<file path="src/rtl/rtc_read_sequencer.sv">
// Read-cycle sequencer for a multiplexed-bus RTC: drives address, write strobe,
// turnaround and read strobe phases of PHASE_LEN clocks each, then returns the read byte.
module rtc_read_sequencer #(
  parameter int PHASE_LEN = 4
) (
  input  logic       clk,
  input  logic       reset,
  input  logic       start,
  input  logic [7:0] addr,
  input  logic [7:0] ad_in,
  output logic [7:0] ad_out,
  output logic       ad_oe,
  output logic       cs_n,
  output logic       ad_n,
  output logic       wr_n,
  output logic       rd_n,
  output logic [7:0] data_out,
  output logic       busy,
  output logic       done
);

  typedef enum logic [2:0] {
    IDLE, ADDR_SETUP, ADDR_WR, ADDR_HOLD, TURN, DATA_RD, RELEASE
  } state_t;

  localparam logic [2:0] PH_LAST = 3'(PHASE_LEN - 1);

  state_t     state_q, state_d;
  logic [2:0] phase_q, phase_d;
  logic       accept, capture;
  logic       cs_n_q, ad_n_q, wr_n_q, rd_n_q, ad_oe_q, busy_q, done_q;
  logic       cs_n_d, ad_n_d, wr_n_d, rd_n_d, ad_oe_d, busy_d, done_d;
  logic [7:0] ad_out_q, data_out_q;

  always_comb begin
    state_d = state_q;
    phase_d = phase_q;
    accept  = 1'b0;
    case (state_q)
      IDLE: begin
        if (start) begin
          state_d = ADDR_SETUP;
          accept  = 1'b1;
        end
      end
      default: begin
        if (phase_q == PH_LAST) begin
          phase_d = 3'd0;
          state_d = (state_q == RELEASE) ? IDLE : state_t'(state_q + 3'd1);
        end else begin
          phase_d = phase_q + 3'd1;
        end
      end
    endcase
  end

  // Strobes are decoded from the next state and registered, so the pads see flop outputs only.
  always_comb begin
    cs_n_d  = 1'b1;
    ad_n_d  = 1'b1;
    wr_n_d  = 1'b1;
    rd_n_d  = 1'b1;
    ad_oe_d = 1'b0;
    busy_d  = 1'b1;
    case (state_d)
      IDLE:       busy_d = 1'b0;
      ADDR_SETUP,
      ADDR_HOLD: begin
        cs_n_d  = 1'b0;
        ad_n_d  = 1'b0;
        ad_oe_d = 1'b1;
      end
      ADDR_WR: begin
        cs_n_d  = 1'b0;
        ad_n_d  = 1'b0;
        ad_oe_d = 1'b1;
        wr_n_d  = 1'b0;
      end
      TURN:       cs_n_d = 1'b0;
      DATA_RD: begin
        cs_n_d = 1'b0;
        rd_n_d = 1'b0;
      end
      RELEASE:    ;
      default:    busy_d = 1'b0;
    endcase
    done_d  = (state_q == RELEASE) && (state_d == IDLE);
    capture = (state_q == DATA_RD) && (state_d != DATA_RD);
  end

  always_ff @(posedge clk or negedge reset) begin
    if (!reset) begin
      state_q    <= IDLE;
      phase_q    <= 3'd0;
      cs_n_q     <= 1'b1;
      ad_n_q     <= 1'b1;
      wr_n_q     <= 1'b1;
      rd_n_q     <= 1'b1;
      ad_oe_q    <= 1'b0;
      busy_q     <= 1'b0;
      done_q     <= 1'b0;
      ad_out_q   <= 8'h00;
      data_out_q <= 8'h00;
    end else begin
      state_q <= state_d;
      phase_q <= phase_d;
      cs_n_q  <= cs_n_d;
      ad_n_q  <= ad_n_d;
      wr_n_q  <= wr_n_d;
      rd_n_q  <= rd_n_d;
      ad_oe_q <= ad_oe_d;
      busy_q  <= busy_d;
      done_q  <= done_d;
      if (accept)  ad_out_q   <= addr;
      if (capture) data_out_q <= ad_in;
    end
  end

  assign cs_n     = cs_n_q;
  assign ad_n     = ad_n_q;
  assign wr_n     = wr_n_q;
  assign rd_n     = rd_n_q;
  assign ad_oe    = ad_oe_q;
  assign busy     = busy_q;
  assign done     = done_q;
  assign ad_out   = ad_out_q;
  assign data_out = data_out_q;

endmodule

</file>
<file path="config.mk">
export PLATFORM = sky130hd
export DESIGN_NAME = rtc_read_sequencer
export DESIGN_NICKNAME = d
export VERILOG_FILES = /design/src/rtl/rtc_read_sequencer.sv
export SDC_FILE = /design/constraint.sdc
export NUM_CORES = 1
export LEC_CHECK = 0
export BUFFER_PORTS_ARGS = -buffer_cell sky130_fd_sc_hd__buf_2
export CAP_MARGIN = 20
export CELL_PAD_IN_SITES_DETAIL_PLACEMENT = 0
export CELL_PAD_IN_SITES_GLOBAL_PLACEMENT = 1
export CORE_AREA = 2 2 67 69
export DETAILED_ROUTE_END_ITERATION = 10
export DIE_AREA = 0 0 69 71
export GPL_ROUTABILITY_DRIVEN = 0
export HOLD_SLACK_MARGIN = 0.03
export PLACE_DENSITY = 0.76
export RECOVER_POWER = 25
export SLEW_MARGIN = 20
export SYNTH_ARGS = -nofsm -noshare
export SYNTH_HDL_FRONTEND = slang
export SYNTH_SLANG_ARGS = --single-unit
</file>
<file path="constraint.sdc">
create_clock -name clk -period 1.7 [get_ports clk]
set_clock_uncertainty 0.2 [all_clocks]
set_input_delay 0.085 -clock clk [delete_from_list [all_inputs] [get_ports clk]]
set_output_delay 0.085 -clock clk [all_outputs]
set_load 0.01 [all_outputs]
</file>
# == Word level (Yosys, flattened, before mapping) ==
# Cells that the tools add are included.
# W data, S select, Z words.
# word_totals
regBits,29
input_bits,19
output_inout_bits,23
wordCells,43
# classes
add_sub_neg,2
eq_ne,10
muxes,13
reduce_logical,7
# ops
cell,count
$eq A3 B3 Y1 const B,5
$mux W3,5
$eq A3 B2 Y1 const B,3
$mux W1,8
$add A3 B1 Y3 const B,2
$logic_not A3 Y1,2
$reduce_or A6 Y1,1
$reduce_or A5 Y1,1
$eq A3 B1 Y1 const B,1
$ne A3 B3 Y1 const B,1
$reduce_or A3 Y1,1
$logic_and A1 B1 Y1,2

# == Logic depth before layout (Yosys ltp) ==
# Gate-level depths: netlist (run 1).
# logic_depth
depth_word,7
mapped_depth,5
ltp_nobuf,4

# == Least setup slack after synthesis (run 1) ==
# Ideal clock, no wire load.
# synth_timing
path_type,reg2reg
from,register phase_q[0]
to,"register data_out_q[0], in the netlist data_out[0]"
setup_time_ns,0.125
t_arrival_ns,1.315
required_time_ns,1.375
setup_slack_ns,0.060
path_stages_with_launch,5
n_path_buf,0
period_less_slack_ns,1.640
path_cell_list,dfrtp_1 -> ha_1 -> nand3b_2 -> nor3_4 -> mux2_2
# synth_between
elab_chain_cells,5
# synth_lines
item,line_no,rtl
start: declaration,29,"logic [2:0] phase_q, phase_d;"
start signal: assignment,106,phase_q <= phase_d;
$eq A3 B2 Y1,47,if (phase_q == PH_LAST) begin
$mux W3,47,
$mux W3,39,case (state_q)
$ne A3 B3 Y1,88,capture = (state_q == DATA_RD) && (state_d != DATA_RD);
$logic_and A1 B1 Y1,88,
end signal: assignment,115,if (capture) data_out_q <= ad_in;
end: declaration,33,"logic [7:0] ad_out_q, data_out_q;"
# No other way between the ends.
# A chain may end at the register's enable or synchronous reset.

# == Worst setup path in the final report (run 1) ==
# layout_timing
from,register phase_q[0]
to,"register ad_oe_q, in the netlist ad_oe"
# layout_between
elab_chain_cells,6
elab_cells_between_ends,8
classes_between,4 x eq/ne; 3 x mux; 1 x reduce/logical
# layout_lines
item,line_no,rtl
$eq A3 B2 Y1 (*),47,
$mux W3 (*),47,
$mux W3 (*),39,
$eq A3 B2 Y1 / $eq A3 B1 Y1 (equally long branches),65,case (state_d)
$reduce_or A3 Y1 (no source line) (*),-,
$mux W1 (*),65,
net ad_oe_d,32,"logic cs_n_d, ad_n_d, wr_n_d, rd_n_d, ad_oe_d, busy_d, done_d;"
end signal: assignment,111,ad_oe_q <= ad_oe_d;
end: declaration,31,"logic cs_n_q, ad_n_q, wr_n_q, rd_n_q, ad_oe_q, busy_q, done_q;"
# The timed path passes the listed nets; every way through them passes the cells marked *.

==> results of run 1 <==
==> placed cells by master (no fill, tap or decap), types with 2 or more instances in the layout <==
cell	instances
sky130_fd_sc_hd__a21o_1	2
sky130_fd_sc_hd__buf_2	26
sky130_fd_sc_hd__buf_4	10
sky130_fd_sc_hd__clkbuf_1	14
sky130_fd_sc_hd__clkbuf_8	7
sky130_fd_sc_hd__dfrtp_1	25
sky130_fd_sc_hd__dfstp_2	4
sky130_fd_sc_hd__dlygate4sd3_1	18
sky130_fd_sc_hd__mux2_2	15
sky130_fd_sc_hd__nand2_1	5
sky130_fd_sc_hd__nor2_1	2
sky130_fd_sc_hd__nor3_1	4
sky130_fd_sc_hd__nor3_4	2
sky130_fd_sc_hd__o21ai_0	3
sky130_fd_sc_hd__or3_1	2
sky130_fd_sc_hd__xnor2_1	2
==> cell type report <==
| cell class | count | share of cell area [%] |
|---|---|---|
| flip-flops and latches | 29 | 41.10 |
| repair buffers | 69 | 24.91 |
| multi-input cells | 53 | 24.42 |
| clock buffers | 7 | 5.419 |
| well taps | 52 | 3.659 |
| clock inverters | 1 | 0.2815 |
| inverters | 1 | 0.2111 |
==> where the power goes <==
part | leakage, nW | internal (mW) | total (mW) | switching, mW
logic | 0.413 | 0.624 | 1.25 | 0.625
registers | 0.350 | 1.02 | 1.18 | 0.160
clock network | 0.0542 | 0.365 | 0.608 | 0.243
==> registers in the layout (all words and copies together) (netlist names) <==
signal / flops
ad_n: 1
ad_oe: 1
ad_out: 8
busy: 1
cs_n: 1
data_out: 8
done: 1
phase_q: 3
rd_n: 1
state_q: 3
wr_n: 1
==> kinds of logic after synthesis <==
kind of cell / count (synthesis)
adder cells (fa/ha/maj): 1
multiplexers: 16
AND/OR/NAND/NOR: 23
AO/OA/AOI/OAI: 11
buffers and inverters: 6
flip-flops: 29
XOR/XNOR: 2
==> timing repair <==
item	4_1_cts	5_1_grt
setup endpoints to repair	5	11
hold endpoints to repair	44	0
setup buffers	0	1
gates cloned	0	0
gates resized for setup	1	1
hold buffers	18	0
==> metal layers <==
layer,GRT usage (%),part of all wire (%)
met5,0,0
met4,3.922,2.0
met3,5.413,5.7
met2,18.48,50
met1,11.66,42
==> stage by stage <==
stage / area (µm²) / std cells / worst slack, ps / TNS (ps) / power [mW]
final: 1778 / 212 / 46.39 / 0 / 3.039
after global routing: 1778 / 212 / -18.59 / -45.59 / 3.257
after CTS: 1785 / 211 / 10.80 / 0 / 3.098
after detailed placement: 1503 / 185 / -17.23 / -33.80 / 2.436
after global placement: 1503 / 185 / 41.84 / 0 / 2.378
after floorplan: 1202 / 88 / 60.47 / 0 / 1.969
==> worst max-delay path by stage <==
stage               startpoint          end  slack (ps)  cells past startpoint
global route        phase_q[0]  data_out[3]         -20                      5
CTS                 phase_q[0]  data_out[3]          10                      5
finish              phase_q[0]        ad_oe          50                      5
global placement    state_q[2]    ad_out[4]          40                      3
detailed placement  state_q[2]    ad_out[7]         -20                      3
floorplan           phase_q[0]  data_out[0]          60                      4
==> metrics, run 1 <==
Total Die Area 0.004899 mm²; synthesized cell area 0.001202 mm²; count of buffering cells on the critical path with inverters included 1; clock slew at the register clock pins of the worst setup and hold paths 60 ps; class of the most critical hold timing path in -> async; total number of clock tree sinks 29; Synth area leaders sky130_fd_sc_hd__dfrtp_1 52%, sky130_fd_sc_hd__mux2_2 14%, sky130_fd_sc_hd__dfstp_2 8.7%, sky130_fd_sc_hd__nor3_4 2.7%, sky130_fd_sc_hd__buf_6 1.9%; CTS tree built; post-layout utilization of the core 42.29%; total via count after detailed routing 918; post-route fraction of the period consumed by the critical path 97.27%; FF-to-FF End ad_oe; fraction of final layout cells sized beyond drive strength 1 43.75%; outcome complete, no violations; Synth warnings 0; number of global-route vias before repair 960; post-synthesis sequential element count 29; core footprint 0.004204 mm²; multiplexer share of the synthesized area 14.98%; number of ports placed on the die boundary 42; final number of max-transition violations 0; Net Count, Synth 108; number of synthesized flops with an enable pin 0; count of unique library cells instantiated by Yosys 30; fillcell total 405; initial DRC count 26; compound-cell area share of the yosys netlist 6.035%; largest area contributor in the synthesized netlist sky130_fd_sc_hd__dfrtp_1; number of cells produced by synthesis 88; remaining max-slew budget at the tightest pin 52.08%; residual antenna-violating net count after detailed routing 0; Overall Global Routing Usage 10.84%; detailed-placement wirelength estimate 1799 µm; die boundary height 71 µm; pin count of the biggest net entering global routing 30; cell type group with the largest total delay on the critical path simple AND/OR/NAND/NOR gates; clk root buf sky130_fd_sc_hd__clkbuf_8; setup repair after global routing missed its margin yes; number of antenna violations at the first check in global routing 0; Hold Vio Cnt, Final 0; aggregate routed wire length 2561 µm; Num CTS Buffers 5; kind of end point of the critical path flop; Clock H-tree levels 2; critical path class reg -> reg; flop2flop setup slack 50 ps; Post-Synth Adder-Cell Area 1.041%; max cap viols 0; top cell type's share of synthesized area 52.03%; DRC violation count after routing 0; initial core utilization 28.60%; worst hold margin 189.0 ps; layout overhead on the synthesized area 47.87%; share of synthesized flip-flops with an asynchronous set or reset 100.0%; kind of start point of the critical path flop; top cells by count, synth 25 x sky130_fd_sc_hd__dfrtp_1, 15 x sky130_fd_sc_hd__mux2_2, 5 x sky130_fd_sc_hd__nand2_1, 4 x sky130_fd_sc_hd__dfstp_2, 4 x sky130_fd_sc_hd__nor3_1; sequence of cells on the critical path ha_2 -> nor2b_1 -> buf_4 -> nand3_1 -> and2_1; reg-to-reg critical path startpoint phase_q[0]; total inserted antenna cells 0; logic depth of the worst register-to-register path 5; Max stage delay on crit path 370 ps; worst supply voltage drop on vdd 699.6 µV; prevailing post-synth register cell sky130_fd_sc_hd__dfrtp_1; combined flip-flop and latch cell area 730.7 µm²; Max Fclk 604.7 MHz; leading cell type by number of instances after synthesis sky130_fd_sc_hd__dfrtp_1; largest family of logic cells by synthesized area multiplexers; count of input and output buffers 41; Lkg Pwr 0.8174 nW; number of optimization iterations in the first detailed-route pass 3; slowest stage cell on the critical path sky130_fd_sc_hd__dfrtp_1; worst endpoint required time 1660 ps; average wire length per cell after detail routing 12.08 µm; average footprint of a synthesized cell 13.66 µm²; wire length of the first global-routing pass 4167 µm; power per cell area 1709 mW/mm²; XOR/XNOR share of the synthesized area 1.457%; global-route congestion overflow total 0; WP data arrival 1620 ps; sequential fraction of the synthesis area 60.77%; multi-input logic area 434.2 µm²; Clock Path Buffers 2; simple logic cell fraction of the synthesized area 12.28%; Skew-Pair Late Insertion Delay 270 ps; routed vias/inst 4.330; nets@finish 179; critical path peak fanout 4; Min Clock Period, post-route 1654 ps; row count 24; chip width 69 µm; total setup violations reported at the end of the flow 0; transition time of the tightest slew-check pin 718.8 ps
No activity file was read; power rests on OpenSTA's default activity.
==> run 2, diff against run 1 <==
--- a/config.mk
+++ b/config.mk
@@ -11,8 +11,8 @@
 export CELL_PAD_IN_SITES_GLOBAL_PLACEMENT = 1
-export CORE_AREA = 2 2 67 69
+export CORE_AREA = 2 2 63 65
 export DETAILED_ROUTE_END_ITERATION = 10
-export DIE_AREA = 0 0 69 71
+export DIE_AREA = 0 0 65 67
 export GPL_ROUTABILITY_DRIVEN = 0
 export HOLD_SLACK_MARGIN = 0.03
-export PLACE_DENSITY = 0.76
+export PLACE_DENSITY = 0.83
 export RECOVER_POWER = 25
==> constraint.sdc (replaced) <==
create_clock -name clk -period 1.7 [get_ports clk]
set_clock_uncertainty 0.2 [all_clocks]
set_input_delay 0.17 -clock clk [delete_from_list [all_inputs] [get_ports clk]]
set_output_delay 0.17 -clock clk [all_outputs]
set_load 0.01 [all_outputs]
==> run 2 against run 1 <==
Cell count shrank 1.4%. Critical path depth is the same. Global-route usage grew 2.7 points. Critical endpoint is now data_out[5]. Highest routed layer unchanged.
==> metrics, run 2 (synthesis results as in run 1) <==
routed vias/inst 4.478; Overall Global Routing Usage 13.50%; number of optimization iterations in the first detailed-route pass 4; setup repair after global routing missed its margin no; Clock Path Buffers 2; final number of max-transition violations 0; power per cell area 1697 mW/mm²; startpoint of the worst setup timing path phase_q[0]; WP data arrival 1590 ps; number of placed instances, taps included 181; max cap viols 0; total placed instance area 0.001498 mm²; transition time of the tightest slew-check pin 682.5 ps; average wire length per cell after detail routing 12.15 µm; total power after layout 3.048 mW; worst supply voltage drop on vdd 596.2 µV; pin count of the biggest net entering global routing 30; chip width 65 µm; total setup violations reported at the end of the flow 0; Min Clock Period, post-route 1625 ps; number of global-route vias before repair 1,009; Lkg Pwr 0.8590 nW; Max Fclk 615.5 MHz; remaining max-slew budget at the tightest pin 54.50%; wire length of the first global-routing pass 4312 µm; Clock H-tree levels 2; Num CTS Buffers 5; number of ports placed on the die boundary 42; core footprint 0.003606 mm²; reg-to-reg critical path startpoint phase_q[0]; count of input and output buffers 41; die boundary height 67 µm; nets@finish 180; Total Die Area 0.004355 mm²; worst endpoint required time 1660 ps; CTS tree built; critical path peak fanout 8; kind of end point of the critical path flop; most common library cell in the layout ignoring fill and taps sky130_fd_sc_hd__buf_2; clock slew at the register clock pins of the worst setup and hold paths 60 ps; number of antenna violations at the first check in global routing 0; total number of clock tree sinks 29; most used cells in the layout excluding fill and tap cells 40 x sky130_fd_sc_hd__buf_2, 25 x sky130_fd_sc_hd__dfrtp_1, 18 x sky130_fd_sc_hd__dlygate4sd3_1; class of the most critical hold timing path in -> async; total inserted antenna cells 0; total via count after detailed routing 936; layout overhead on the synthesized area 49.43%; post-layout instance count excluding filler cells 209; detailed-placement wirelength estimate 1804 µm; global-route congestion overflow total 0; aggregate routed wire length 2539 µm; row count 22; DRC violation count after routing 0; area of all placed cells without fillers 0.001797 mm²; clk root buf sky130_fd_sc_hd__clkbuf_8; initial DRC count 24; residual antenna-violating net count after detailed routing 0; critical path class reg -> reg; Skew-Pair Late Insertion Delay 280 ps; post-route fraction of the period consumed by the critical path 95.57%; fraction of final layout cells sized beyond drive strength 1 52.80%; outcome complete, no violations; Hold Vio Cnt, Final 0; initial core utilization 33.34%; kind of start point of the critical path flop
run 2: cell types whose count changed in the layout (fill, tap and decap cells not counted), sizes merged:
cell and change:
clkinv +1, clkbuf -16, buf +15, clkinvlp +1
run 2: worst paths after layout:
path,cells after the start,slack [ps],end
max,5,80,data_out[5]
min in group clk,2,290,phase_q[1]
min,2,260,data_out[5]
max reg2reg,5,80,data_out[5]
max in group asynchronous,2,600,state_q[0]
min reg2reg,2,290,phase_q[1]
run 2: power by group:
| part | internal (mW) | switching [mW] |
|---|---|---|
| clock | 0.281 | 0.254 |
| combinational | 0.697 | 0.620 |
| sequential | 1.02 | 0.176 |
| total | 2.00 | 1.05 |
run 2: worst max-delay path: stages (launching register included):
cell	delay, ps
sky130_fd_sc_hd__dfrtp_1	350
sky130_fd_sc_hd__ha_2	200
sky130_fd_sc_hd__nand3b_2	110
sky130_fd_sc_hd__nor3_4	170
sky130_fd_sc_hd__buf_12	140
sky130_fd_sc_hd__mux2_2	330
run 2: what timing repair did:
action / CTS / global route
pin swaps: 1 / 2
setup endpoints to repair: 16 / 9
buffers inserted: 2 / 0
resized for setup: 2 / 1
hold buffers: 18 / 0
endpoints found under the hold margin: 43 / 0
run 2: metal layers:
metal	up-vias	part of all wire (%)	global-route usage, %
met5	-	0	0
met4	0	1.7	6.383
met3	7	7.0	4.899
met2	32	54	26.03
met1	450	37	12.45
li1	447	-	-
run 2: stage by stage:
stage	utilization (%)	TNS, ps	worst slack [ps]	hold slack [ps]
floorplan	-	0	60.47	-325.6
global placement	41.53	-110.2	-15.04	8.027
detailed placement	41.53	-646.4	-60.06	19.14
CTS	49.79	0	3.204	250.7
global route	49.83	0	0.06117	308.2
finish	49.83	0	75.30	258.7
run 2: area by class of cell:
class                      count  area (µm²)
clock buffer                   5       68.82
clock inverter                 3       17.52
fill                         328        1809
inverter                       1       3.754
multi-input combinational     53       435.4
sequential                    29       730.7
tap                           48       60.06
timing repair buffer          70       480.5
